`src/rtl/mem_io_ctrl.sv`:
```
`timescale 1ns / 1ps
// mem_io_ctrl: decodes CPU bus requests onto a synchronous on-chip RAM and memory-mapped devices
// (LEDs, synchronized switches, halt-aware cycle timer, status), returning read data one cycle later.
module mem_io_ctrl #(
    parameter int unsigned RAM_AW = 8,
    parameter int unsigned DW     = 16
) (
    input  logic              clk,
    input  logic              reset,
    input  logic [1:0]        mem_cmd,
    input  logic [8:0]        mem_addr,
    input  logic [DW-1:0]     write_data,
    output logic [DW-1:0]     read_data,
    input  logic              halt,
    output logic [RAM_AW-1:0] ram_addr,
    output logic [DW-1:0]     ram_din,
    output logic              ram_we,
    input  logic [DW-1:0]     ram_dout,
    input  logic [7:0]        SW,
    output logic [7:0]        LEDR
);

    localparam logic [1:0] CmdRead  = 2'b01;
    localparam logic [1:0] CmdWrite = 2'b10;

    localparam logic [8:0] AddrLed    = 9'h100;
    localparam logic [8:0] AddrSw     = 9'h140;
    localparam logic [8:0] AddrTimer  = 9'h180;
    localparam logic [8:0] AddrStatus = 9'h181;

    typedef enum logic {
        StRun,
        StHalted
    } state_e;

    state_e        state_q, state_d;
    logic [7:0]    ledr_q, ledr_d;
    logic [7:0]    sw_meta_q, sw_sync_q;
    logic [DW-1:0] timer_q, timer_d;
    logic          bus_err_q, bus_err_d;
    logic          ovf_q, ovf_d;
    logic          sel_ram_q, sel_ram_d;
    logic [DW-1:0] io_q, io_d;

    logic is_rd, is_wr;
    logic hit_ram, hit_led, hit_sw, hit_tmr, hit_sts, unmapped;
    logic running, halted;
    logic err_set, ovf_set;

    assign is_rd = (mem_cmd == CmdRead);
    assign is_wr = (mem_cmd == CmdWrite);

    // RAM occupies the lower half of the 9-bit map.
    assign hit_ram  = ~mem_addr[8];
    assign hit_led  = (mem_addr == AddrLed);
    assign hit_sw   = (mem_addr == AddrSw);
    assign hit_tmr  = (mem_addr == AddrTimer);
    assign hit_sts  = (mem_addr == AddrStatus);
    assign unmapped = ~(hit_ram | hit_led | hit_sw | hit_tmr | hit_sts);

    assign running = (state_q == StRun);
    assign halted  = (state_q == StHalted);

    assign ram_addr  = mem_addr[RAM_AW-1:0];
    assign ram_din   = write_data;
    assign ram_we    = is_wr & hit_ram;
    assign LEDR      = ledr_q;
    assign read_data = sel_ram_q ? ram_dout : io_q;

    // Writes to the read-only switch port count as illegal accesses.
    assign err_set = (is_rd & unmapped) | (is_wr & (hit_sw | unmapped));

    always_comb begin
        state_d   = state_q;
        ledr_d    = ledr_q;
        timer_d   = timer_q;
        bus_err_d = bus_err_q;
        ovf_d     = ovf_q;
        sel_ram_d = sel_ram_q;
        io_d      = io_q;
        ovf_set   = 1'b0;

        unique case (state_q)
            StRun: begin
                if (halt) begin
                    state_d = StHalted;
                end else begin
                    timer_d = timer_q + DW'(1);
                    ovf_set = (timer_q == '1);
                end
            end
            StHalted: begin
                state_d = StHalted;
            end
            default: begin
                state_d = StRun;
            end
        endcase

        if (is_wr) begin
            if (hit_led) begin
                ledr_d = write_data[7:0];
            end
            if (hit_tmr) begin
                timer_d = '0;
            end
            if (hit_sts) begin
                if (write_data[2]) begin
                    bus_err_d = 1'b0;
                end
                if (write_data[3]) begin
                    ovf_d = 1'b0;
                end
            end
        end

        if (err_set) begin
            bus_err_d = 1'b1;
        end
        if (ovf_set) begin
            ovf_d = 1'b1;
        end

        if (is_rd) begin
            sel_ram_d = hit_ram;
            io_d      = '0;
            if (hit_led) begin
                io_d = {{(DW-8){1'b0}}, ledr_q};
            end else if (hit_sw) begin
                io_d = {{(DW-8){1'b0}}, sw_sync_q};
            end else if (hit_tmr) begin
                io_d = timer_q;
            end else if (hit_sts) begin
                io_d = {{(DW-4){1'b0}}, ovf_q, bus_err_q, halted, running};
            end
        end
    end

    always_ff @(posedge clk or posedge reset) begin
        if (reset) begin
            state_q   <= StRun;
            ledr_q    <= '0;
            sw_meta_q <= '0;
            sw_sync_q <= '0;
            timer_q   <= '0;
            bus_err_q <= 1'b0;
            ovf_q     <= 1'b0;
            sel_ram_q <= 1'b0;
            io_q      <= '0;
        end else begin
            state_q   <= state_d;
            ledr_q    <= ledr_d;
            sw_meta_q <= SW;
            sw_sync_q <= sw_meta_q;
            timer_q   <= timer_d;
            bus_err_q <= bus_err_d;
            ovf_q     <= ovf_d;
            sel_ram_q <= sel_ram_d;
            io_q      <= io_d;
        end
    end

endmodule
```
`config.mk`:
```
export PLATFORM = sky130hd
export DESIGN_NAME = mem_io_ctrl
export DESIGN_NICKNAME = d
export VERILOG_FILES = /design/src/rtl/mem_io_ctrl.sv
export SDC_FILE = /design/constraint.sdc
export NUM_CORES = 1
export LEC_CHECK = 0
export BUFFER_PORTS_ARGS = -buffer_cell sky130_fd_sc_hd__buf_2
export CORE_MARGIN = 2
export CORE_UTILIZATION = 30
export DETAILED_ROUTE_END_ITERATION = 16
export PLACE_DENSITY = 0.54
export SYNTH_ARGS = -nofsm -noshare
export SYNTH_HDL_FRONTEND = slang
export SYNTH_SLANG_ARGS = --single-unit
```
`constraint.sdc`:
```
create_clock -name clk -period 1.6 [get_ports clk]
set_input_delay 0.16 -clock clk [delete_from_list [all_inputs] [get_ports clk]]
set_output_delay 0.16 -clock clk [all_outputs]
set_load 0.02 [all_outputs]
```
==> results of run 1 <==
==> per-stage QoR <==
| stage | total power, mW | setup slack, ns | TNS, ns |
|---|---|---|---|
| after global routing | 3.52 | -0.0671 | -0.171 |
| after detailed placement | 2.04 | -0.0227 | -0.0969 |
| after global placement | 2.03 | 0.0327 | 0 |
| after floorplan | 1.89 | 0.0641 | 0 |
| after CTS | 3.36 | 0.00448 | 0 |
| final | 3.37 | 0.0418 | 0 |
==> path summary, 6_finish.rpt <==
path	startpoint	to	slack, ns
worst max-delay path	sel_ram_q	read_data[6]	0.04
worst min-delay path	write_data[7]	LEDR[7]	0.07
worst max register to register	timer_q[6]	timer_q[11]	0.05
worst min register to register	sw_meta_q[6]	sw_sync_q[6]	0.35
max in group asynchronous	reset	LEDR[0]	0.73
min in group asynchronous	reset	sw_sync_q[6]	0.37
==> per-layer routing <==
layer / vias to the layer above / part of all wire [%] / global-route usage, %
met5: - / 0 / 0
met4: 0 / 1.9 / 4.92
met3: 13 / 5.2 / 3.46
met2: 69 / 48 / 20.6
met1: 1115 / 45 / 17.3
li1: 1138 / - / -
==> synthesized netlist by cell type, types with 3 or more instances <==
cell type	n	area share, %
dfrtp_1	60	51
buf_4	25	6.4
mux2_2	25	9.6
nand2_1	21	2.7
o21ai_0	17	2.9
nor2_1	12	1.5
nand2b_1	10	2.1
a22o_1	9	2.7
o31ai_1	8	2.1
a21oi_1	7	1.2
clkbuf_1	6	0.77
nand4_1	6	1.3
or3_1	6	1.3
and3_1	5	1.1
inv_1	5	0.64
a22oi_1	4	1.0
xnor2_1	4	1.2
xor2_1	4	1.2
a222oi_1	3	1.0
nand3_1	3	0.51
==> power by group through the flow <==
stage               Combinational [mW]  Clock, mW  Sequential, mW
floorplan                        0.291          0            1.60
global route                     0.553       1.39            1.58
detailed placement               0.440          0            1.60
finish                           0.503       1.29            1.57
global placement                 0.436          0            1.60
CTS                              0.461       1.33            1.57
==> repair_timing <==
action | CTS | global route
hold endpoints to repair | 24 | 0
gates resized for setup | 2 | 30
pin swaps | 1 | 10
endpoints found under the setup margin | 17 | 24
hold buffers | 9 | 0
gates cloned | 0 | 1
==> registers in the layout, summed over array words and instances, names as in the netlist <==
register,cells
LEDR,8
timer_q,16
ovf_q,1
sw_meta_q,8
sel_ram_q,1
sw_sync_q,8
io_q,16
halted,1
bus_err_q,1
==> worst max-delay path, delay by kind of cell (launching register included) <==
kind | cells | cell delay (ns)
buf+inv | 2 | 0.30
flops | 1 | 0.42
mux | 1 | 0.34
==> cell type report <==
class	instances	area, µm²	area share [%]
sequential	60	1500	37.9
inverter	5	22.5	0.568
timing repair buffer	126	858	21.6
multi-input combinational	166	1230	31.1
tap	133	166	4.20
clock inverter	5	52.6	1.32
clock buffer	11	131	3.31
==> cells by family after synthesis <==
kind of cell,after synthesis,synth area share [%]
fa+ha+maj,1,0.428
mux,25,9.64
buf+inv,40,8.44
simple gates,80,15.7
flops,60,51.4
xor+xnor,8,2.40
compound gates,52,12.0
==> flow_summary.toml, run 1 <==
[outcome]
status = "completed"

[synthesis]
synth_area_um2 = 2920
ys_types = 39
synth_nets = 321
ys_seq_area_share_pct = 51.4
async_flop_share_pct = 100
yosys_warnings = 0
synth_flop_cell = "dfrtp_1"
postSynthRegisterBits = 60
syn_inst = 266
synth_edf_count = 0
syn-mean-instance-area_um2 = 11.0

[critical_path]
cp_slowest_cell = "dfrtp_2"
cp-start-kind = "flop"
crit_required_ns = 1.44
critPathMaxStageDelay_ns = 0.42
worstSetupPathType = "flop to primary output"
crit_chain = "clkbuf_16 > mux2_2 > buf_6"
cp_max_fo = 8
critPathCaptureType = "primary output"
reg2regPathDepth = 4
crit_arrival_ns = 1.40

[run]
maxCapViolations = 0

[detailed_routing]
wl_per_cell_um = 13.5
first_pass_iters = 4
via_count = 2335
drt_iter0_markers = 101
viasPerCell = 4.61
drc = 0
routed_wl_um = 6840
ant_nets = 0

[cts]
cts-buffers-inserted = 9
postCtsSetupRepairBufs = 0
clock_latency_ns = 0.33
cts-root-buf = "clkbuf_8"
htreeDepth = 3
cts.sinks = 60
cts_tree = "done"
clkTransAtPathRegs_ns = 0.07
cts_buffer_depth = 2

[finish]
final_nets = 423
layout-drive-gt1-share_pct = 46.4
utilization_pct = 41.3
fin_cells = 506
diodes = 0
fin_area_um2 = 3970
syn_to_final_growth_pct = 35.8
layout_common_cells = "buf_2, dfrtp_1, buf_4"
layout_commonest_cell = "buf_2"
nFillCells = 948

[global_route]
grt_antenna_before_repair = 0
grt_max_degree = 32
grt_pass1_wl_um = 10500
grtUsageTotal_pct = 13.1
gr-total-overflow = 0
grt_pass1_vias = 2185

[sta]
holdWs_ns = 0.0739
slew-limit-headroom_pct = 67.4
maxSlewViolCount = 0
fin_crit_ns = 1.56
rsz0062_at_grt = "yes"
final_hold_viol_count = 0
max_freq_ghz = 0.642
worst_slew_pin_slew_ns = 0.489
finClkSkew_ns = 0.00799
min_period_over_period_pct = 97.4
setup_violations = 0

[place]
port_buffers = 86
dp_hpwl_um = 5120
dp.cells = 480
post_dp_cell_area_um2 = 3550
routabilityCongestion = 0.827

[floorplanning]
num_rows = 36
start_util_pct = 30.5
io_pins = 103
dieArea_um2 = 10500
fp.dieW_um = 103
dieHeight_um = 103
core_region_area_um2 = 9590

[power]
p_clk_share_pct = 38.4
p_seq_share_pct = 46.7
combPwrFrac_pct = 14.9
p_switching_mw = 0.860
p_per_area_nw_per_um2 = 850
ir_drop_v = 0.000487
p_sw_share_pct = 25.5
leakagePower_nw = 1.89
intPower_mw = 2.51

[min_path]
hp-class = "primary input to flop"
worstHoldPathCells = 2
No activity file was read; power rests on OpenSTA's default activity.
==> run 2, diff against run 1 <==
PLACE_DENSITY = 0.52   (was 0.54)
clock period = 1.7 ns   (was 1.6 ns; I/O delays follow)
==> run 2 against run 1 <==
Utilization decreased by 1.4 points. First-iteration DRC count decreased by 19%. Count of clock-buffer cells in the layout decreased by 2. Sequential share of layout area increased by 1.3 points. Register-to-register slack improved by 0.02 ns. Non-clock buffer count decreased by 4. Die area unchanged. Final cell count decreased by 0.79%. Highest routed layer unchanged. Combinational power decreased by 15%. Critical path depth increased by 1. Global-route usage about the same.
==> flow_summary.toml, run 2 (synthesized netlist as in run 1, its figures left out) <==
[critical_path]
crit_arrival_ns = 1.90
crit_required_ns = 1.97
worst_r2r_endpoint = "timer_q[3]"
critPathCaptureType = "flop"
worstSetupPathType = "flop to flop"
reg2reg_slack_ns = 0.07
cp_max_fo = 5
reg2regPathDepth = 4
worstSetupStartpoint = "halted"
cp-start-kind = "flop"
reg2reg_from = "halted"

[finish]
layout_common_cells = "buf_2, dfrtp_1, buf_4"
diodes = 0
regArea_um2 = 1500
top_regs = "io_q: 16 flops, timer_q: 16 flops"
layout_commonest_cell = "buf_2"
multi_input_area_um2 = 1210
layout-drive-gt1-share_pct = 45.0
syn_to_final_growth_pct = 31.0
nFillCells = 966
final_nets = 419

[power]
ir_drop_v = 0.000508
leakagePower_nw = 1.86
p_per_area_nw_per_um2 = 835

[sta]
final_hold_viol_count = 0
setup_tns_ns = 0
finClkSkew_ns = 0.0115
rsz0062_at_grt = "yes"
maxSlewViolCount = 0
slew-limit-headroom_pct = 66.3
max_freq_ghz = 0.613
holdWs_ns = 0.0705
min_period_over_period_pct = 96.0
setup_violations = 0
fin_crit_ns = 1.63
worst_slew_pin_slew_ns = 0.505

[floorplanning]
io_pins = 103
fp.dieW_um = 103
start_util_pct = 30.5
core_region_area_um2 = 9590
num_rows = 36
dieArea_um2 = 10500
dieHeight_um = 103

[min_path]
worstHoldPathCells = 2
min-delay-start = "write_data[5]"
hold-path-endpoint = "LEDR[5]"
hp-class = "primary input to flop"

[cts]
cts.sinks = 60
cts_buffer_depth = 2
cts-buffers-inserted = 9
cts_tree = "done"
clock_latency_ns = 0.34
clkTransAtPathRegs_ns = 0.07
htreeDepth = 3
cts-root-buf = "clkbuf_8"

[global_route]
grtUsageTotal_pct = 13.0
grt_max_degree = 39
gr-total-overflow = 0
grt_pass1_vias = 2088
grt_antenna_before_repair = 0
grt_pass1_wl_um = 10400

[detailed_routing]
drc = 0
routed_wl_um = 6800
ant_nets = 0
viasPerCell = 4.66
via_count = 2341
wl_per_cell_um = 13.5
first_pass_iters = 4
drt_iter0_markers = 82

[outcome]
status = "completed"

[run]
maxCapViolations = 0

[place]
routabilityCongestion = 0.860
dp_hpwl_um = 5050
port_buffers = 86
run 2: area by class of cell:
class	count	share of cell area, %
tap	133	4.35
clock buffer	9	3.24
clock inverter	7	1.96
sequential	60	39.2
timing repair buffer	122	19.2
multi-input combinational	166	31.5
inverter	5	0.490
run 2: routing by layer:
layer / share of wire (%) / up-vias / routed length [µm] / track usage [%]
li1: - / 1131 / - / -
met1: 46 / 1125 / 3160 / 18.5
met2: 46 / 71 / 3110 / 18.7
met3: 5.7 / 14 / 386 / 3.66
met4: 2.1 / 0 / 141 / 5.54
met5: 0 / - / 0 / 0
run 2: worst max-delay path by stage:
| stage | endpoint | cells past startpoint | slack (ns) |
|---|---|---|---|
| 5_1_grt | timer_q[11] | 4 | -0.05 |
| 3_5_place_dp | LEDR[0] | 5 | -0.04 |
| 3_3_place_gp | LEDR[4] | 5 | -0.02 |
| 2_1_floorplan | LEDR[0] | 1 | 0.05 |
| 6_report | timer_q[3] | 4 | 0.07 |
| 4_1_cts | timer_q[13] | 4 | 0.003 |
run 2: through the flow:
step / cells / power [mW] / util [%] / cell area [µm²] / setup WS (ns)
2_1_floorplan: 266 / 1.78 / - / 2920 / 0.0453
3_3_place_gp: 472 / 1.91 / 36.2 / 3470 / -0.0216
3_5_place_dp: 472 / 1.91 / 36.2 / 3470 / -0.0434
4_1_cts: 498 / 3.23 / 39.3 / 3770 / 0.00309
5_1_grt: 502 / 3.34 / 39.9 / 3830 / -0.0549
6_report: 502 / 3.20 / 39.9 / 3830 / 0.0686
run 2: timing repair:
item,4_1_cts,5_1_grt
gates resized for setup,0,5
buffers inserted,1,4
hold buffers,9,0
setup endpoints to repair,1,6
endpoints found under the hold margin,30,0
pin swaps,1,8
run 2: critical path, stage by stage (launching register included):
cell and delay (ns):
dfrtp_1 0.41, buf_4 0.16, or3b_2 0.47, or3_1 0.36, a21oi_1 0.15
run 2: report_power, final:
| group | internal (mW) | leakage (nW) | switching [mW] |
|---|---|---|---|
| Sequential | 1.46 | 0.781 | 0.0177 |
| Combinational | 0.193 | 0.973 | 0.233 |
| Clock | 0.683 | 0.104 | 0.608 |
==> run 3, diff against run 2 <==
ABC_AREA = 1   (was unset)
PLACE_DENSITY = 0.51   (was 0.52)
==> run 3 against run 2 <==
Critical path depth is 1 lower. Combinational power is 11% lower. Clock skew is 0.0047 ns lower. Non-clock buffer count is 21 lower. Worst setup slack better by 0.062 ns. Fmax is 4.0% higher. Sequential power hardly changed. Register-to-register slack better by 0.17 ns. First-iteration DRC count is 45% higher. Critical path type is now flop to primary output.
==> flow_summary.toml, run 3 <==
[detailed_routing]
drc = 0
first_pass_iters = 4
routed_wl_um = 7390
wl_per_cell_um = 12.1
ant_nets = 0
via_count = 2631
drt_iter0_markers = 119
viasPerCell = 4.31

[sta]
slew-limit-headroom_pct = 75.0
finClkSkew_ns = 0.00683
max_freq_ghz = 0.637
maxSlewViolCount = 0
fin_crit_ns = 1.57
setup_tns_ns = 0
final_hold_viol_count = 0
setup_violations = 0
min_period_over_period_pct = 92.3
worst_slew_pin_slew_ns = 0.374
rsz0062_at_grt = "no"

[power]
p_per_area_nw_per_um2 = 747
ir_drop_v = 0.000277
leakagePower_nw = 2.08

[critical_path]
worstSetupPathType = "flop to primary output"
cp_max_fo = 16
crit_required_ns = 1.53
crit_chain = "buf_4 > o21ai_0 > buf_2"
cp-start-kind = "flop"
crit_arrival_ns = 1.40
critPathCaptureType = "primary output"
cp_slowest_cell = "dfrtp_2"
critPathMaxStageDelay_ns = 0.49

[cts]
htreeDepth = 3
postCtsSetupRepairBufs = 0
cts_tree = "done"
cts-root-buf = "clkbuf_8"
cts_buffer_depth = 2
cts-buffers-inserted = 9
clock_latency_ns = 0.34
cts.sinks = 60
clkTransAtPathRegs_ns = 0.07

[place]
dp.cells = 585
port_buffers = 86
routabilityCongestion = 0.819
dp_hpwl_um = 5680

[synthesis]
synth_flop_cell = "dfrtp_1"
synth_edf_count = 0
postSynthRegisterBits = 60
async_flop_share_pct = 100
synth_nets = 440
yosys_warnings = 0
yosys.area.top_type_share_pct = 45.8
syn_inst = 385
ys_seq_area_share_pct = 45.8
yosysMostFrequentCell = "nand2_1"
synth_common_cells = "nand2_1, dfrtp_1, inv_1, nand3_1, buf_4"
syn-mean-instance-area_um2 = 8.51
ys_types = 37
synthTopCellsByArea = "dfrtp_1, nand2_1, buf_4, inv_1, nand3_1"
synth_top_area_cell = "dfrtp_1"
synth_area_um2 = 3280

[global_route]
grt_util_met3_pct = 2.65
grt.busiest_layer = "met2"
grt_antenna_before_repair = 0
grt_pass1_vias = 2480
met1_usage_pct = 18.4
grtUsageTotal_pct = 13.4
grt_use_met2_pct = 20.7
grt_max_degree = 37
grt_pass1_wl_um = 12200
gr-total-overflow = 0

[floorplanning]
fp.dieW_um = 109
io_pins = 103
num_rows = 38
core_region_area_um2 = 10700
dieHeight_um = 109
dieArea_um2 = 11800
start_util_pct = 30.5

[finish]
syn_to_final_growth_pct = 21.2
top_regs = "io_q: 16 flops, timer_q: 16 flops"
layout_common_cells = "nand2_1, buf_2, dfrtp_1"
layout_commonest_cell = "nand2_1"
fin_cells = 610
diodes = 0
layout-drive-gt1-share_pct = 34.3
final_nets = 520

[min_path]
hp-class = "primary input to flop"

[run]
maxCapViolations = 0

[outcome]
status = "completed"
## run 3: cell types whose count changed after synthesis, moves of 8 or more
| cell | before | now |
|---|---|---|
| nor2_2 | 0 | 9 |
| o21ai_2 | 0 | 8 |
| nand3_1 | 3 | 30 |
| mux2_2 | 25 | 8 |
| nand2_1 | 21 | 97 |
| inv_1 | 5 | 49 |
| o31ai_1 | 8 | 0 |
| a22o_1 | 9 | 0 |
| nand2b_1 | 10 | 0 |
## run 3: layer usage
metal | part of all wire [%] | up-vias
met4 | 1.6 | 0
met2 | 44 | 68
met1 | 49 | 1204
met3 | 5.4 | 11
met5 | 0 | -
li1 | - | 1348
## run 3: metrics by stage
| stage | hold WS (ns) | worst slack (ns) | cell area [µm²] | util [%] | power, mW |
|---|---|---|---|---|---|
| after CTS | 0.0678 | 0.0202 | 3970 | 37.0 | 3.02 |
| after global placement | 0.135 | 0.266 | 3710 | 34.5 | 1.87 |
| after global routing | 0.0744 | 0.0780 | 3970 | 37.0 | 3.11 |
| final | 0.0770 | 0.131 | 3970 | 37.0 | 2.97 |
| after detailed placement | 0.136 | 0.255 | 3710 | 34.5 | 1.87 |
| after floorplan | 0.201 | 0.0453 | 3280 | - | 1.77 |
## run 3: what timing repair did
| action | 4_1_cts | 5_1_grt |
|---|---|---|
| endpoints found under the hold margin | 19 | 0 |
| hold buffers | 9 | 0 |
| resized for setup | 0 | 1 |
| endpoints found under the setup margin | 0 | 8 |
## run 3: cells by family after synthesis
| logic type | count (synthesis) | share of synthesized area, % |
|---|---|---|
| fa+ha+maj | 1 | 0.382 |
| mux | 8 | 2.75 |
| buf+inv | 88 | 13.5 |
| flops | 60 | 45.8 |
| compound gates | 37 | 6.91 |
| simple gates | 184 | 28.8 |
| xor+xnor | 7 | 1.87 |
## run 3: cell type report
type,instances,area [µm²]
fillers,1166,6770
flip-flops and latches,60,1500
multi-input cells,237,1340
repair buffers,101,578
inverters,56,211
well taps,140,175
clock buffers,12,145
clock inverters,4,25.0
## run 3: critical path, delay by kind of cell (launching register included)
family,cells,cell delay [ns]
AO/OA/AOI/OAI,1,0.18
buffers and inverters,2,0.40
flip-flops,1,0.49
## run 3: report_power, final
group | switching (mW) | internal (mW)
clock | 0.546 | 0.564
sequential | 0.0215 | 1.46
combinational | 0.229 | 0.149
## run 3: path summary, 6_finish.rpt
kind / startpoint / endpoint / slack [ns] / depth (start not counted)
max: sel_ram_q / read_data[9] / 0.13 / 3
min: write_data[0] / LEDR[0] / 0.08 / 3
max reg2reg: timer_q[0] / timer_q[10] / 0.24 / 7
min reg2reg: sw_meta_q[7] / sw_sync_q[7] / 0.34 / 0
max in group asynchronous: reset / sel_ram_q / 0.87 / 4
min in group asynchronous: reset / sw_meta_q[2] / 0.33 / 3
